$ cat src/rtl/bit4_fulladder_bh.sv
// 4-bit binary adder with carry in/out: combinational sum and carry, plus a
// one-cycle registered mirror of the result with overflow and zero flags.
module bit4_fulladder_bh (
  output logic [3:0] s,
  output logic       cout,
  input  logic [3:0] a,
  input  logic [3:0] b,
  input  logic       cin,
  input  logic       clk,
  input  logic       rst,
  output logic [3:0] s_r,
  output logic       cout_r,
  output logic       ovf_r,
  output logic       zero_r
);

  logic [4:0] sum_full;
  logic       ovf;

  // Widen every operand to 5 bits so the carry is never lost before it is taken.
  assign sum_full = {1'b0, a} + {1'b0, b} + {4'b0000, cin};
  assign s        = sum_full[3:0];
  assign cout     = sum_full[4];
  assign ovf      = (a[3] & b[3] & ~s[3]) | (~a[3] & ~b[3] & s[3]);

  always_ff @(posedge clk) begin
    if (rst) begin
      s_r    <= 4'd0;
      cout_r <= 1'b0;
      ovf_r  <= 1'b0;
      zero_r <= 1'b1;
    end else begin
      s_r    <= s;
      cout_r <= cout;
      ovf_r  <= ovf;
      // The zero flag looks only at the 4-bit sum; a carry-out does not clear it.
      zero_r <= (s == 4'd0);
    end
  end

endmodule

$ cat config.mk
export PLATFORM = sky130hd
export DESIGN_NAME = bit4_fulladder_bh
export DESIGN_NICKNAME = d
export VERILOG_FILES = /design/src/rtl/bit4_fulladder_bh.sv
export SDC_FILE = /design/constraint.sdc
export NUM_CORES = 1
export LEC_CHECK = 0
export ABC_AREA = 1
export CORE_AREA = 2 2 39 41
export CTS_CLUSTER_DIAMETER = 50
export DETAILED_ROUTE_END_ITERATION = 12
export DIE_AREA = 0 0 41 43
export PLACE_DENSITY = 0.72
export SLEW_MARGIN = 20
export SYNTH_ARGS = -nofsm -noshare
export SYNTH_HDL_FRONTEND = slang
export SYNTH_SLANG_ARGS = --single-unit
$ cat constraint.sdc
create_clock -name clk -period 2 [get_ports clk]
set_input_delay 0.3 -clock clk [delete_from_list [all_inputs] [get_ports clk]]
set_output_delay 0.3 -clock clk [all_outputs]
set_load 0.005 [all_outputs]
==> impl_metrics.csv, run 1 <==
group,metric,value,unit
power_and_ir_drop,irDropWorstVdd,0.1802,mV
cells_and_area,n_antenna_cell,0,
timing,finalHoldViolations,0,
timing,worstMarginPinSlew,0.2198,ns
clocking,clk_transition_reported_paths,0.05,ns
logic_synthesis,ys_types,14,
grt,antenna_found_initial,0,
floorplan,io_pins,23,
detailed_routing,drcViolationCount,0,
grt,gr-usage-all-layers,14.46,%
floorplan,initial_core_util,30.11,%
cells_and_area,fin_nets,108,
logic_synthesis,synth_fp_nets,71,
logic_synthesis,ys_ff_latch,7,
grt,gr-total-overflow,0,
floorplan,rows,14,
clocking,h-tree-depth,1,
cells_and_area,layout_commonest_cell,"clkdlybuf4s50_1",
clocking,cts_made_buffers,3,
logic_synthesis,syn_avg_cell_area,7.716,sq um
setup_path,critPathKind,"in -> out",
timing,fin_crit,1.888,ns
detailed_routing,ant_nets,0,
power_and_ir_drop,internal_power,352.4,uW
grt,grt_first_pass_wirelength,1.718,mm
logic_synthesis,ys.warnings.count,0,
timing,slew_headroom,85.30,%
logic_synthesis,syn_area,416.7,sq um
setup_path,cp.arrival,1.59,ns
clocking,clockBufferDepth,2,
detailed_routing,dr.pass1.iters,3,
timing,period_share,94.41,%
power_and_ir_drop,p_sw_share,28.06,%
power_and_ir_drop,switching_power,137.5,uW
job,cap_violations,0,
timing,slew_violations,0,
detailed_routing,first_iter_violations,3,
floorplan,chipWidth,41,um
placed_design,portBuffers,22,
cells_and_area,final_cell_mix,"clkdlybuf4s50_1 (15), inv_1 (12), buf_4 (9), nor2_1 (7), dfxtp_1 (7)",
timing,fmaxAchievable,529.6,MHz
logic_synthesis,yosysSeqAreaShare,33.63,%
timing,finalSetupViolations,0,
hold_path,hold_class,"in -> reg",
clocking,cts_tree,"done",
cells_and_area,drive_gt1_share,35.56,%
clocking,cts_sinks,7,
grt,grt_max_degree,7,
detailed_routing,viasPerCell,4.396,
power_and_ir_drop,seq_power_share,32.4,%
power_and_ir_drop,p_total,489.9,uW
floorplan,dieArea,0.001763,sq mm
detailed_routing,wl,1.006,mm
run_status,status,"complete, no violations",
placed_design,place_hpwl,853.2,um
floorplan,die_h,43,um
setup_path,critPathCaptureType,"output port",
floorplan,fp.coreArea,0.001384,sq mm
setup_path,cp_max_fo,4,
logic_synthesis,syn_inst,54,
power_and_ir_drop,p_comb_share,42.1,%
setup_path,critical_path_required,1.70,ns
power_and_ir_drop,p_leak,0.0003939,uW
clocking,cts_root_buffer,"clkbuf_4",
cells_and_area,area_growth,85.89,%
power_and_ir_drop,pwr_density_cell,632.5,mW/mm^2
detailed_routing,vias,466,
timing,rsz0062_at_grt,"no",
detailed_routing,wire_per_inst,9.491,um
placed_design,place_congestion,0.7806,
power_and_ir_drop,power_frac_clock,25.5,%
grt,first_global_vias,471,
setup_path,setup.worst_path.start_class,"input pin",
timing,holdWs,0.7260,ns
## registers in the layout, summed over array words and instances (netlist names)
| register | flops |
|---|---|
| ovf_r | 1 |
| s_r | 4 |
| zero_r | 1 |
| cout_r | 1 |
## synth_stat cells, drive strengths merged
master | n | area (sq um)
dfxtp | 7 | 140.1
xnor2 | 1 | 8.760
nand2 | 6 | 25.03
o21ai | 1 | 8.760
a21oi | 1 | 5.000
nor2 | 7 | 26.28
inv | 15 | 56.30
nand3 | 9 | 50.05
a31oi | 1 | 6.260
ha | 4 | 50.05
fa | 2 | 40.04
## per-stage QoR
stage	util, %	instance area (sq um)	setup WS (ns)	setup TNS, ns	instances
after floorplan	-	416.7	0.3658	0	54
after global placement	52.35	724.4	-0.4951	-2.215	101
after detailed placement	52.35	724.4	-0.5420	-2.515	101
after CTS	55.52	768.2	0.04748	0	106
after global routing	55.97	774.5	0.001149	0	106
final	55.97	774.5	0.1117	0	106
## critical path: stages
cell and delay (ns):
clkdlybuf4s50_1 0.40, ha_1 0.36, buf_4 0.18, xnor2_2 0.16
inv_1 0.06, buf_2 0.12
## area by class of cell
type	count	area, sq um
Timing Repair Buffer	32	275.3
Clock buffer	4	26.28
Tap cell	16	20.02
Multi-Input combinational cell	32	256.5
Inverter	15	56.30
Sequential cell	7	140.1
Fill cell	135	609.3
## worst paths after layout
path / depth (start not counted) / slack [ns] / startpoint / end
min: 2 / 0.73 / rst / s_r[0]
max: 6 / 0.11 / a[2] / s[2]
## power groups by stage
stage          Combinational (uW)  Sequential (uW)  Clock, uW
2_1_floorplan                73.4              164          0
3_3_place_gp                  201              161          0
3_5_place_dp                  206              162          0
4_1_cts                       207              159        134
5_1_grt                       232              160        139
6_report                      206              159        125
## layer usage
layer,vias up,part of all wire (%),track usage [%],routed length (um)
li1,237,-,-,-
met1,213,35,13.50,349
met2,14,59,25.94,593
met3,2,5.5,0.5236,55
met4,0,0.89,12.00,9
met5,-,0,0,0
## cell families after synthesis
group | share of synthesized area [%]
AND/OR/NAND/NOR | 24.33
buffers and inverters | 13.51
flip-flops | 33.63
adder cells (fa/ha/maj) | 21.62
AO/OA/AOI/OAI | 4.805
XOR/XNOR | 2.102
## what timing repair did
| action | CTS | global route |
|---|---|---|
| pin swaps | 6 | 0 |
| resized for setup | 29 | 2 |
| setup buffers | 1 | 0 |
| setup endpoints to repair | 5 | 1 |
| hold buffers | 0 | 0 |
No activity file was read; power rests on OpenSTA's default activity.
==> inputs of run 2 (changes only) <==
--- a/config.mk
+++ b/config.mk
@@ -11,6 +11,7 @@
 export DETAILED_ROUTE_END_ITERATION = 12
 export DIE_AREA = 0 0 41 43
 export PLACE_DENSITY = 0.72
+export REMOVE_ABC_BUFFERS = 1
 export SLEW_MARGIN = 20
 export SYNTH_ARGS = -nofsm -noshare
 export SYNTH_HDL_FRONTEND = slang
==> constraint.sdc (replaced) <==
create_clock -name clk -period 2.2 [get_ports clk]
set_input_delay 0.33 -clock clk [delete_from_list [all_inputs] [get_ports clk]]
set_output_delay 0.33 -clock clk [all_outputs]
set_load 0.005 [all_outputs]
==> run 2 against run 1 <==
Net effect:
- critical path type unchanged
- via count shrank 2.8%
- largest power group unchanged
- global-route usage shrank 0.16 points
- count of clock-buffer cells in the layout is the same
- total power shrank 10%
==> impl_metrics.csv, run 2 (synthesis results as in run 1) <==
group,metric,value,unit
cells_and_area,regMostFlops,"s_r",
cells_and_area,layout_commonest_cell,"clkdlybuf4s50_1",
cells_and_area,final_cell_mix,"clkdlybuf4s50_1 (15), inv_1 (11), nor2_1 (7), dfxtp_1 (7), nand3_1 (6)",
detailed_routing,dr.pass1.iters,2,
cells_and_area,multiInputGateArea,256.5,sq um
cells_and_area,n_antenna_cell,0,
timing,fin_crit,2.181,ns
timing,setup_tns,0,ns
run_status,status,"complete, no violations",
cells_and_area,largest_reg_flops,4,
setup_path,cp.arrival,1.85,ns
timing,finalSetupViolations,0,
power_and_ir_drop,p_total,440.3,uW
setup_path,critPathKind,"in -> out",
placed_design,place_congestion,0.8025,
grt,antenna_found_initial,0,
setup_path,cp_max_fo,3,
floorplan,die_h,43,um
floorplan,rows,14,
power_and_ir_drop,p_leak,0.0003816,uW
timing,fmaxAchievable,458.6,MHz
setup_path,setup.worst_path.start_class,"input pin",
detailed_routing,vias,453,
timing,rsz0062_at_grt,"yes",
hold_path,hold_class,"in -> reg",
floorplan,chipWidth,41,um
setup_path,critPathCaptureType,"output port",
placed_design,place_hpwl,796.9,um
grt,grt_first_pass_wirelength,1.676,mm
grt,grt_max_degree,7,
detailed_routing,drcViolationCount,0,
grt,gr-total-overflow,0,
floorplan,dieArea,0.001763,sq mm
cells_and_area,ff_latch_area,140.1,sq um
detailed_routing,viasPerCell,4.441,
detailed_routing,wl,1.002,mm
floorplan,io_pins,23,
clocking,clockBufferDepth,2,
timing,period_share,99.12,%
setup_path,crit_start,"a[0]",
clocking,cts_root_buffer,"clkbuf_4",
clocking,cts_made_buffers,3,
grt,first_global_vias,459,
power_and_ir_drop,irDropWorstVdd,0.1579,mV
cells_and_area,fin_nets,104,
setup_path,critical_path_required,1.87,ns
timing,slew_headroom,80.25,%
timing,finalHoldViolations,0,
cells_and_area,area_growth,79.58,%
placed_design,portBuffers,22,
timing,worstMarginPinSlew,0.2963,ns
detailed_routing,wire_per_inst,9.824,um
grt,gr-usage-all-layers,14.30,%
hold_path,hold_start,"b[0]",
clocking,cts_tree,"done",
cells_and_area,drive_gt1_share,30.23,%
clocking,clk_transition_reported_paths,0.05,ns
floorplan,initial_core_util,30.11,%
detailed_routing,first_iter_violations,2,
detailed_routing,ant_nets,0,
timing,slew_violations,0,
job,cap_violations,0,
power_and_ir_drop,pwr_density_cell,588.4,mW/mm^2
clocking,h-tree-depth,1,
clocking,cts_sinks,7,
floorplan,fp.coreArea,0.001384,sq mm
cells_and_area,fill_cells,146,
[run 2: routing by layer]
layer  GRT usage, %  wire length (um)  vias to the layer above
met5              0                 0                        -
met4          12.00                29                        0
met3          1.571                64                        4
met2          24.69               556                       18
met1          13.64               352                      202
li1               -                 -                      229
[run 2: worst paths after layout]
path,slack (ns),to,cells after the start
setup / recovery,0.02,s[2],9
hold / removal,0.75,s_r[0],5
[run 2: final cells by class]
cell class / instances / area share [%]
flip-flops and latches: 7 / 18.73
inverters: 15 / 7.525
well taps: 16 / 2.676
multi-input cells: 32 / 34.28
repair buffers: 28 / 33.28
clock buffers: 4 / 3.512
[run 2: stage by stage]
step	util [%]	instance area (sq um)	hold slack [ns]	setup WS (ns)	cells
after floorplan	-	416.7	0.3967	0.5358	54
after global placement	50.18	694.4	1.002	-0.3564	97
after detailed placement	50.18	694.4	1.001	-0.3857	97
after CTS	52.26	723.2	0.7534	0.007642	101
after global routing	54.07	748.2	0.7662	-0.04289	102
final	54.07	748.2	0.7533	0.01928	102
[run 2: worst max-delay path, stage by stage]
cell and delay [ns]:
clkdlybuf4s50_1 0.46, inv_1 0.05, fa_2 0.33, inv_2 0.07, fa_2 0.21, buf_6 0.11
xnor2_4 0.11, inv_1 0.06, buf_2 0.13
[run 2: timing repair]
| action | 4_1_cts | 5_1_grt |
|---|---|---|
| setup buffers | 0 | 1 |
| hold buffers | 0 | 0 |
| pin swaps | 5 | 3 |
| gates resized for setup | 21 | 7 |
| endpoints found under the setup margin | 5 | 3 |
[run 2: power by group]
group / internal [uW] / switching (uW) / total, uW
Sequential: 141 / 3.13 / 144
Combinational: 102 / 77.6 / 180
Clock: 69.2 / 47.4 / 117
==> inputs of run 3 (changes only) <==
--- a/config.mk
+++ b/config.mk
@@ -8,10 +8,12 @@
 export ABC_AREA = 1
 export CORE_AREA = 2 2 39 41
 export CTS_CLUSTER_DIAMETER = 50
+export CTS_CLUSTER_SIZE = 14
 export DETAILED_ROUTE_END_ITERATION = 12
 export DIE_AREA = 0 0 41 43
 export PLACE_DENSITY = 0.72
 export REMOVE_ABC_BUFFERS = 1
+export SETUP_SLACK_MARGIN = 0.02
 export SLEW_MARGIN = 20
 export SYNTH_ARGS = -nofsm -noshare
 export SYNTH_HDL_FRONTEND = slang
==> run 3 against run 2 <==
Net effect:
- clock power is essentially flat
- non-clock buffer count is the same
- critical path depth is the same
- fmax is essentially flat
- die area is the same
- sequential power is essentially flat
- critical endpoint unchanged
- largest cell class unchanged
- highest routed layer unchanged
==> impl_metrics.csv, run 3 (synthesis results as in run 1) <==
group,metric,value,unit
run_status,status,"complete, no violations",
clocking,clockBufferDepth,2,
detailed_routing,met2WireLength,522,um
timing,rsz0062_at_grt,"yes",
clocking,ctsHoldBuffers,0,
power_and_ir_drop,p_total,436.8,uW
cells_and_area,area_growth,77.48,%
setup_path,cp.arrival,1.85,ns
timing,slew_violations,0,
floorplan,fp.coreArea,0.001384,sq mm
floorplan,rows,14,
timing,fmaxAchievable,458.8,MHz
cells_and_area,postLayoutCoreUtil,53.44,%
grt,grt_max_degree,7,
floorplan,io_pins,23,
clocking,cts_sinks,7,
cells_and_area,final_area,739.5,sq um
detailed_routing,dr.pass1.iters,1,
grt,first_global_vias,461,
timing,setup_ws,0.02028,ns
power_and_ir_drop,irDropWorstVdd,0.1576,mV
grt,gr-total-overflow,0,
job,cap_violations,0,
detailed_routing,top_layer,"met4",
floorplan,initial_core_util,30.11,%
cells_and_area,regMostFlops,"s_r",
clocking,cts_tree,"done",
floorplan,dieArea,0.001763,sq mm
cells_and_area,fill_cells,145,
placed_design,dpl_cell_area,694.4,sq um
timing,period_share,99.08,%
power_and_ir_drop,p_leak,0.0003716,uW
setup_path,cp_max_fo,3,
placed_design,place_congestion,0.8025,
detailed_routing,ant_nets,0,
detailed_routing,vias,445,
cells_and_area,multiInputGateArea,251.5,sq um
cells_and_area,drive_gt1_share,29.07,%
detailed_routing,wire_per_inst,9.363,um
placed_design,place_ws,-0.3857,ns
detailed_routing,viasPerCell,4.363,
setup_path,critPathKind,"in -> out",
setup_path,critPathCaptureType,"output port",
grt,antenna_found_initial,0,
setup_path,crit_start,"a[0]",
cells_and_area,layout_commonest_cell,"clkdlybuf4s50_1",
cells_and_area,n_antenna_cell,0,
cells_and_area,largest_reg_flops,4,
cells_and_area,final_cell_mix,"clkdlybuf4s50_1 (15), inv_1 (11), nand3_1 (7), nor2_1 (7), dfxtp_1 (7)",
hold_path,hold_class,"in -> reg",
detailed_routing,wl_met1,337,um
setup_path,setup.worst_path.start_class,"input pin",
clocking,cts_made_buffers,3,
timing,finalSetupViolations,0,
detailed_routing,wl,955,um
placed_design,place_hpwl,796.9,um
cells_and_area,ff_latch_area,140.1,sq um
floorplan,die_h,43,um
clocking,clk_transition_reported_paths,0.05,ns
floorplan,chipWidth,41,um
timing,fin_crit,2.180,ns
cells_and_area,fin_nets,104,
setup_path,critPathCapture,"s[2]",
detailed_routing,drcViolationCount,0,
grt,gr-usage-all-layers,14.40,%
timing,setup_tns,0,ns
clocking,h-tree-depth,1,
grt,grt_first_pass_wirelength,1.683,mm
setup_path,critical_path_required,1.87,ns
detailed_routing,first_iter_violations,0,
power_and_ir_drop,pwr_density_cell,590.8,mW/mm^2
timing,finalHoldViolations,0,
placed_design,portBuffers,22,
clocking,cts_root_buffer,"clkbuf_4",
detailed_routing,routed-wl-met3,65,um
timing,worstMarginPinSlew,0.2977,ns
timing,slew_headroom,80.15,%
-- run 3: changes by cell type in the layout (fill, tap and decap cells not counted), sizes merged --
cell / previous run / this run
dlymetal6s2s: 1 / 0
dlygate4sd2: 2 / 3
-- run 3: worst min path at each step --
stage          startpoint  endpoint  slack [ns]  cells past startpoint
6_report             b[0]    s_r[0]        0.75                      5
5_1_grt              b[0]    s_r[0]        0.77                      5
4_1_cts              b[0]    s_r[0]        0.75                      5
3_5_place_dp          rst    s_r[0]        1.00                      2
3_3_place_gp          rst    s_r[0]        1.00                      2
2_1_floorplan         rst    s_r[0]        0.40                      1
-- run 3: metal layers --
metal | vias up | global-route usage, %
met2 | 18 | 25.00
met3 | 4 | 1.571
li1 | 229 | -
met5 | - | 0
met4 | 0 | 12.00
met1 | 194 | 13.64
-- run 3: critical path: stages --
cell and delay [ns]:
clkdlybuf4s50_1 0.46, inv_1 0.05, fa_2 0.33, inv_2 0.07, fa_2 0.21, buf_6 0.11
xnor2_4 0.11, inv_1 0.06, buf_2 0.13
-- run 3: power by group --
part	leakage, uW	switching, uW	internal [uW]
clock network	0.0000150	47.7	69.2
registers	0.0000584	3.13	141
logic	0.000298	75.5	100
total	0.000372	126	310
-- run 3: final cells by class --
class	count	share of cell area (%)
well taps	16	2.707
inverters	15	7.614
clock buffers	4	3.553
repair buffers	28	33.16
flip-flops and latches	7	18.95
multi-input cells	32	34.01
-- run 3: what timing repair did --
item	in CTS	in global routing
pin swaps	5	2
buffers inserted	0	1
resized for setup	23	4
setup endpoints to repair	5	3
cloned	0	0
-- run 3: through the flow --
step           hold slack [ns]  std cells
3_5_place_dp             1.001         97
6_report                0.7532        102
5_1_grt                 0.7662        102
3_3_place_gp             1.002         97
4_1_cts                 0.7534        101
2_1_floorplan           0.3967         54
